<file path="src/rtl/serial_paralelo_n.sv">
`default_nettype none
// ============================================================================
// Module      : serial_paralelo_n
// Description : Serial-to-parallel word deframer with comma alignment.
//               A free-running shift register collects the MSB-first bit
//               stream. The block hunts for a COMMA at any bit phase, then
//               has to see SYNC_COUNT commas on consecutive word boundaries
//               before it locks. While locked, each non-comma word is
//               delivered on data_out with a one-cycle valid_out pulse.
//               Commas are framing only and are never delivered. A run of
//               more than MAX_RUN data words without a comma drops the lock.
//
// Ports       : clk_32f   - serial bit clock (the only clock)
//               reset     - asynchronous active-low reset
//               data_in   - serial bit stream, MSB of each word first
//               active    - high while locked
//               valid_out - one-cycle pulse per delivered data word
//               data_out  - last delivered data word (held otherwise)
//               lock_lost - one-cycle pulse when the lock drops on a run
//                           violation
//
// Revision    : 1.0 - initial release
// ============================================================================
module serial_paralelo_n #(
    parameter int unsigned       WIDTH      = 8,
    parameter logic [WIDTH-1:0]  COMMA      = 8'hBC,
    parameter int unsigned       SYNC_COUNT = 4,
    parameter int unsigned       MAX_RUN    = 16
) (
    input  logic             clk_32f,
    input  logic             reset,
    input  logic             data_in,
    output logic             active,
    output logic             valid_out,
    output logic [WIDTH-1:0] data_out,
    output logic             lock_lost
);

    // ------------------------------------------------------------------------
    // Counter sizing. Each counter is exactly wide enough for its terminal
    // value. When loss detection is disabled, the run counter keeps a
    // one-bit width and saturates at 1, so it stays legal but is never used
    // to make a decision.
    // ------------------------------------------------------------------------
    localparam int unsigned c_BIT_W   = $clog2(WIDTH);
    localparam int unsigned c_SYNC_W  = $clog2(SYNC_COUNT + 1);
    localparam int unsigned c_RUN_TOP = (MAX_RUN == 0) ? 1 : MAX_RUN;
    localparam int unsigned c_RUN_W   = $clog2(c_RUN_TOP + 1);
    localparam bit          c_LOSS_EN = (MAX_RUN != 0);

    localparam logic [c_BIT_W-1:0]  c_BIT_LAST  = c_BIT_W'(WIDTH - 1);
    localparam logic [c_BIT_W-1:0]  c_BIT_ONE   = c_BIT_W'(1);
    localparam logic [c_SYNC_W-1:0] c_SYNC_ONE  = c_SYNC_W'(1);
    localparam logic [c_SYNC_W-1:0] c_SYNC_LAST = c_SYNC_W'(SYNC_COUNT);
    localparam logic [c_RUN_W-1:0]  c_RUN_LIMIT = c_RUN_W'(c_RUN_TOP);

    typedef enum logic [1:0] {
        ST_HUNT   = 2'd0,
        ST_ALIGN  = 2'd1,
        ST_LOCKED = 2'd2
    } state_t;

    state_t              r_state;
    logic [WIDTH-1:0]    r_sr;
    logic [c_BIT_W-1:0]  r_bit_cnt;
    logic [c_SYNC_W-1:0] r_comma_cnt;
    logic [c_RUN_W-1:0]  r_run_cnt;
    logic                r_active;
    logic                r_valid;
    logic [WIDTH-1:0]    r_data;
    logic                r_lost;

    logic                w_comma;
    logic                w_boundary;
    logic [c_BIT_W-1:0]  w_bit_next;
    logic [c_SYNC_W-1:0] w_comma_inc;
    logic                w_run_full;

    // All decisions look at the word already held in r_sr. The bit that is
    // sampled on the same edge only becomes visible on the next cycle.
    assign w_comma     = (r_sr == COMMA);
    assign w_boundary  = (r_bit_cnt == '0);
    assign w_bit_next  = (r_bit_cnt == c_BIT_LAST) ? '0 : r_bit_cnt + 1'b1;
    assign w_comma_inc = r_comma_cnt + 1'b1;
    assign w_run_full  = (r_run_cnt == c_RUN_LIMIT);

    always_ff @(posedge clk_32f or negedge reset) begin
        if (!reset) begin
            r_state     <= ST_HUNT;
            r_sr        <= '0;
            r_bit_cnt   <= '0;
            r_comma_cnt <= '0;
            r_run_cnt   <= '0;
            r_active    <= 1'b0;
            r_valid     <= 1'b0;
            r_data      <= '0;
            r_lost      <= 1'b0;
        end else begin
            r_sr    <= {r_sr[WIDTH-2:0], data_in};
            r_valid <= 1'b0;
            r_lost  <= 1'b0;

            case (r_state)
                ST_HUNT: begin
                    r_bit_cnt <= '0;
                    if (w_comma) begin
                        // The comma has just completed, so the next word
                        // begins with the bit sampled on this edge. Loading 1
                        // puts the next boundary WIDTH cycles from now.
                        r_bit_cnt   <= c_BIT_ONE;
                        r_comma_cnt <= c_SYNC_ONE;
                        if (SYNC_COUNT == 1) begin
                            r_state   <= ST_LOCKED;
                            r_run_cnt <= '0;
                            r_active  <= 1'b1;
                        end else begin
                            r_state <= ST_ALIGN;
                        end
                    end
                end

                ST_ALIGN: begin
                    r_bit_cnt <= w_bit_next;
                    if (w_boundary) begin
                        if (w_comma) begin
                            r_comma_cnt <= w_comma_inc;
                            if (w_comma_inc == c_SYNC_LAST) begin
                                r_state   <= ST_LOCKED;
                                r_run_cnt <= '0;
                                r_active  <= 1'b1;
                            end
                        end else begin
                            r_state     <= ST_HUNT;
                            r_comma_cnt <= '0;
                        end
                    end
                end

                ST_LOCKED: begin
                    r_bit_cnt <= w_bit_next;
                    if (w_boundary) begin
                        if (w_comma) begin
                            // A comma confirms the framing. It restarts the
                            // run count and is not delivered.
                            r_run_cnt <= '0;
                        end else if (!c_LOSS_EN || !w_run_full) begin
                            r_data  <= r_sr;
                            r_valid <= 1'b1;
                            if (!w_run_full) begin
                                r_run_cnt <= r_run_cnt + 1'b1;
                            end
                        end else begin
                            // The run limit is exceeded. Drop this word,
                            // keep data_out at the last delivered value,
                            // and hunt again.
                            r_lost      <= 1'b1;
                            r_active    <= 1'b0;
                            r_state     <= ST_HUNT;
                            r_comma_cnt <= '0;
                            r_run_cnt   <= '0;
                        end
                    end
                end

                default: begin
                    r_state     <= ST_HUNT;
                    r_bit_cnt   <= '0;
                    r_comma_cnt <= '0;
                    r_run_cnt   <= '0;
                    r_active    <= 1'b0;
                end
            endcase
        end
    end

    assign active    = r_active;
    assign valid_out = r_valid;
    assign data_out  = r_data;
    assign lock_lost = r_lost;

endmodule
`default_nettype wire

</file>
<file path="config.mk">
export PLATFORM = sky130hd
export DESIGN_NAME = serial_paralelo_n
export DESIGN_NICKNAME = d
export VERILOG_FILES = /design/src/rtl/serial_paralelo_n.sv
export SDC_FILE = /design/constraint.sdc
export NUM_CORES = 1
export LEC_CHECK = 0
export BUFFER_PORTS_ARGS = -buffer_cell sky130_fd_sc_hd__buf_2
export CORE_ASPECT_RATIO = 0.9
export CORE_MARGIN = 3
export CORE_UTILIZATION = 50
export DETAILED_ROUTE_END_ITERATION = 6
export GPL_TIMING_DRIVEN = 0
export PLACE_DENSITY_LB_ADDON = 0.12
export SYNTH_ARGS = -nofsm -noshare
export SYNTH_HDL_FRONTEND = slang
export SYNTH_SLANG_ARGS = --single-unit
</file>
<file path="constraint.sdc">
create_clock -name clk_32f -period 2.4 [get_ports clk_32f]
set_input_delay 0.12 -clock clk_32f [delete_from_list [all_inputs] [get_ports clk_32f]]
set_output_delay 0.12 -clock clk_32f [all_outputs]
set_load 0.01 [all_outputs]
</file>
---- Word-level counts from Yosys, hierarchy flattened ----
Cells that the tools add are included.
cells by class
  add/subtract/negate cells ............... 3
  eq/ne operators ......................... 14
  multiplexer cells ....................... 40
  bitwise gates (word level) .............. 3
  reductions and logical operators ........ 8
operators by type and width
  kind                                            number
  2-to-1 mux 5 bit                                6
  2-to-1 mux 3 bit                                7
  2-to-1 mux 1 bit                                15
  case mux 5 bit (3 select lines)                 1
  2-to-1 mux 2 bit                                7
  != test 2 bit (second input constant)           7
  AND reduction 5 bit                             2
  case mux 3 bit (3 select lines)                 1
  == test 8 bit (second input constant)           1
  AND reduction 7 bit                             1
  adder 3 x 1 -> 3 bit (second input constant)    2
  == test 3 bit (second input constant)           2
  case mux 2 bit (3 select lines)                 1
  case mux 3 bit (2 select lines)                 1
  AND reduction 6 bit                             1
  adder 5 x 1 -> 5 bit (second input constant)    1
  == test 5 bit (second input constant)           1
  AND reduction 4 bit                             1
  logical NOT 3 bit                               1
  != test 3 bit (second input constant)           1
  NOT 1 bit                                       3
  case mux 1 bit (3 select lines)                 1
  == test 2 x 1 -> 1 bit (second input constant)  1
  == test 2 bit (second input constant)           1
  other kinds (2)                                 2
storage, ports and cells
  bits in registers ....................... 32
  input port bits ......................... 3
  output and inout bits ................... 11
  logic and storage cells ................. 77

---- Longest topological paths before layout ----
  depth after elaboration ................. 6
  gate-level depth with buffers ........... 7
  mapped depth without buffers ............ 6

---- Worst setup path before layout ----
OpenSTA, ideal clock, no wires.
  kind .................................... flip-flop to flip-flop
  start point ............................. register r_comma_cnt[0]
  end point ............................... register r_run_cnt[1]
  setup time .............................. 125 ps
  arrival ................................. 1825 ps
  required time ........................... 2275 ps
  slack ................................... 450 ps
  cell stages (with the launch flop) ...... 7
  buffers on the path ..................... 1
  period minus slack after synthesis ...... 1950 ps
  cell sequence ........................... dfrtp_1 -> ha_1 -> xnor2_1 -> o41a_1 -> or3_1 -> buf_2 -> mux2_4
on the way
  longest elaborated chain between the ends .. 4
ends and longest elaborated chain
  what                                  line  RTL
  start: declaration                    66    logic [c_SYNC_W-1:0] r_comma_cnt;
  start signal: assignment              111   r_comma_cnt <= c_SYNC_ONE;
  start signal: assignment              126   r_comma_cnt <= w_comma_inc;
  adder 3 x 1 -> 3 bit                  84    assign w_comma_inc = r_comma_cnt + 1'b1;
  == test 3 bit                         127   if (w_comma_inc == c_SYNC_LAST) begin
  != test 2 bit (no source line)        --
  AND reduction 5 bit (no source line)  --
  end signal: assignment                150   r_run_cnt <= r_run_cnt + 1'b1;
  end: declaration                      67    logic [c_RUN_W-1:0] r_run_cnt;
No other way between the ends.
A chain may end at the register's enable or synchronous reset.

---- Worst setup path after layout ----
Same ends and word-level chain as after synthesis.

==> qor.yml <==
status:
  outcome: "complete, no violations"
worst_setup_path:
  crit_family: "flip-flops"
  cp_num_buf_inv: 1
  reg2reg_depth: 6
  r2r-end: "r_run_cnt[1]"
  cp.arrival_ns: 2.32
  cp_cell_sequence: "ha_1, xnor2_1, o41a_1, or3_1, buf_2, mux2_4"
  reg2reg_from: "r_comma_cnt[0]"
  worst-r2r-setup-slack_ns: 0.30
  endpoint_kind: "flip-flop"
  slowest_delay_ns: 0.44
  crit_type: "reg2reg"
  crit_fanout: 5
  critical-path-slowest-cell: "dfrtp_1"
  required_ns: 2.62
  critPathLaunchType: "flip-flop"
synthesis:
  synth.top_cell.area_share_pct: 51.9
  synth_common_cells: "32 x dfrtp_1, 12 x inv_1, 11 x ha_1, 8 x mux2_2, 6 x nor2_1"
  synth-edff-count: 0
  yosys_register_bits: 32
  synthesis.nets: 142
  yosysTopAreaCell: "dfrtp_1"
  synth.area.top_cells: "dfrtp_1 52%, ha_1 8.9%, mux2_2 5.8%"
  synthFlopType: "dfrtp_1"
  ys_seq_area_share_pct: 51.9
  synthCells: 128
  ys_warn_count: 0
  ys_async_sr_fraction_pct: 100
  synth.avg_cell_area_um2: 12.1
  ys_types: 37
  yosysMostFrequentCell: "dfrtp_1"
  netlist_area_um2: 1540
layout:
  num_antenna_cells: 0
  layout.core_utilization_pct: 61.4
  fill_cells: 248
  area_growth_pct: 12.8
  num-nets-final: 164
  layout-drive-gt1-share_pct: 24.5
floorplan:
  die_height_um: 58.7
  die_area_um2: 3790
  fp.coreArea_um2: 2840
  die_w_um: 64.6
  num_rows: 18
  ios: 14
  initial_core_util_pct: 54.4
power:
  p_int_uw: 731
  max-vdd-ir-drop_uv: 292
  p_leak_nw: 0.837
  p_per_area_nw_per_um2: 565
  p_sw_share_pct: 25.8
  comb_power_share_pct: 9.2
  pwr-share-seq_pct: 57.7
  net-switching-power_uw: 254
  p_clk_share_pct: 33.1
route:
  wl_per_cell_um: 14.1
  drc: 0
  num_vias: 1043
  drt_first_pass_iters: 4
  drt_iter0_markers: 76
  avgViaCountPerCell: 5.46
  wl_mm: 2.70
  detail-route-antenna-nets: 0
placement:
  place_ws_ns: 0.337
  dp_hpwl_mm: 1.93
  io_buffer_count: 13
  gp_congestion: 0.793
timing:
  slew-limit-headroom_pct: 52.9
  fin_crit_ns: 2.10
  slew_violations: 0
  fmax_mhz: 475
  fin_tns_setup_ns: 0
  final.period_utilization_pct: 87.6
  worst_slew_pin_slew_ns: 0.706
  setup_violations: 0
  finalHoldViolations: 0
  rsz0062_at_grt: "false"
  fin_skew_ns: 0.00266
  fin_ws_ns: 0.297
clock_tree:
  clockRootBuffer: "clkbuf_4"
  cts_tree: "yes"
  cts_hold_buf: 2
  clkTransAtPathRegs_ns: 0.10
  cts.sinks: 32
  cts_max_level: 2
  postCtsSetupRepairBufs: 0
  cts_resized: 0
  clk_path_buf_depth: 2
  insertion_delay_ns: 0.32
  cts_made_buffers: 5
global_route:
  grt_pass1_wl_mm: 4.77
  antenna_found_initial: 0
  grt_overflow: 0
  grt_pass1_vias: 1068
  grt_max_degree: 33
  grt_usage_pct: 16.9
hold_path:
  hp-class: "in2async"
job:
  max_cap_viol_count: 0
## through the flow
| stage | std cells | power (mW) | area [um2] | hold slack [ns] |
|---|---|---|---|---|
| final | 191 | 0.984 | 1740 | 0.382 |
| after global routing | 191 | 1.04 | 1740 | 0.420 |
| after CTS | 191 | 0.997 | 1740 | 0.382 |
| after detailed placement | 181 | 0.667 | 1660 | 0.207 |
| after global placement | 181 | 0.664 | 1660 | 0.193 |
| after floorplan | 128 | 0.636 | 1540 | -0.176 |
## routing by layer
metal / GRT usage [%] / share of wire [%] / vias to the layer above
met5: 0 / 0 / -
li1: - / - / 513
met1: 21.3 / 49 / 507
met3: 6.30 / 4.7 / 2
met2: 27.4 / 46 / 21
met4: 5.42 / 0.74 / 0
## cell families after synthesis
family / after synthesis / share of synthesized area (%)
DFF: 32 / 51.9
buffers and inverters: 14 / 3.48
xor gates and xnor gates: 2 / 1.13
and+or+nand+nor: 33 / 15.4
AOI/OAI and AO/OA: 27 / 12.4
adders and majority gates: 11 / 8.91
muxes: 9 / 6.81
## worst reg2reg max path, stage by stage (launching register included)
cell and delay, ns:
dfrtp_1 0.44, ha_1 0.28, xnor2_1 0.17, o41a_1 0.36
or3_1 0.31, buf_2 0.16, mux2_4 0.29
## power groups by stage
| stage | Combinational (mW) | Sequential (mW) | Clock (mW) |
|---|---|---|---|
| after floorplan | 0.0605 | 0.575 | 0 |
| after global placement | 0.0865 | 0.578 | 0 |
| after detailed placement | 0.0885 | 0.579 | 0 |
| after CTS | 0.0914 | 0.568 | 0.337 |
| after global routing | 0.102 | 0.570 | 0.367 |
| final | 0.0907 | 0.568 | 0.326 |
## how the worst max path moves through the flow
stage	start	to	slack (ns)	depth (start not counted)
floorplan	r_comma_cnt[0]	r_run_cnt[1]	0.45	6
global placement	r_comma_cnt[0]	r_run_cnt[1]	0.34	6
detailed placement	r_comma_cnt[0]	r_run_cnt[1]	0.34	6
CTS	r_comma_cnt[0]	r_run_cnt[1]	0.30	6
global route	r_comma_cnt[0]	r_run_cnt[1]	0.21	6
finish	r_comma_cnt[0]	r_run_cnt[1]	0.30	6
## layout make-up
| class | instances | area, um2 | share of cell area (%) |
|---|---|---|---|
| Buffer | 2 | 8.76 | 0.503 |
| Clock inverter | 1 | 7.51 | 0.431 |
| Clock buffer | 7 | 55.1 | 3.16 |
| Tap cell | 40 | 50.0 | 2.87 |
| Sequential cell | 32 | 801 | 46.0 |
| Timing Repair Buffer | 15 | 85.1 | 4.89 |
| Inverter | 12 | 45.0 | 2.59 |
| Multi-Input combinational cell | 82 | 689 | 39.6 |
## state kept, by name (all words and copies together), names as in the netlist, 2 cells and up
register	flops
r_run_cnt	5
r_sr	8
r_state	2
r_bit_cnt	3
data_out	8
r_comma_cnt	3
## layout by cell type, fill, tap and decap left out, types with 2 or more instances in the layout
| cell | count |
|---|---|
| buf_2 | 14 |
| dfrtp_1 | 32 |
| nand2_1 | 3 |
| dlygate4sd3_1 | 2 |
| nand3_1 | 2 |
| nor3_1 | 2 |
| a31oi_1 | 4 |
| a22o_1 | 3 |
| a21oi_1 | 4 |
| o211ai_1 | 2 |
| inv_1 | 12 |
| clkbuf_1 | 2 |
| mux2_2 | 8 |
| clkbuf_4 | 5 |
| or2_2 | 4 |
| nor2_1 | 6 |
| nand4_1 | 3 |
| o21ai_0 | 5 |
| a41oi_1 | 3 |
| nor4bb_1 | 2 |
| nor3b_1 | 2 |
| o41ai_1 | 2 |
| ha_1 | 11 |
Note: power is estimated with default switching activity, not from simulation.
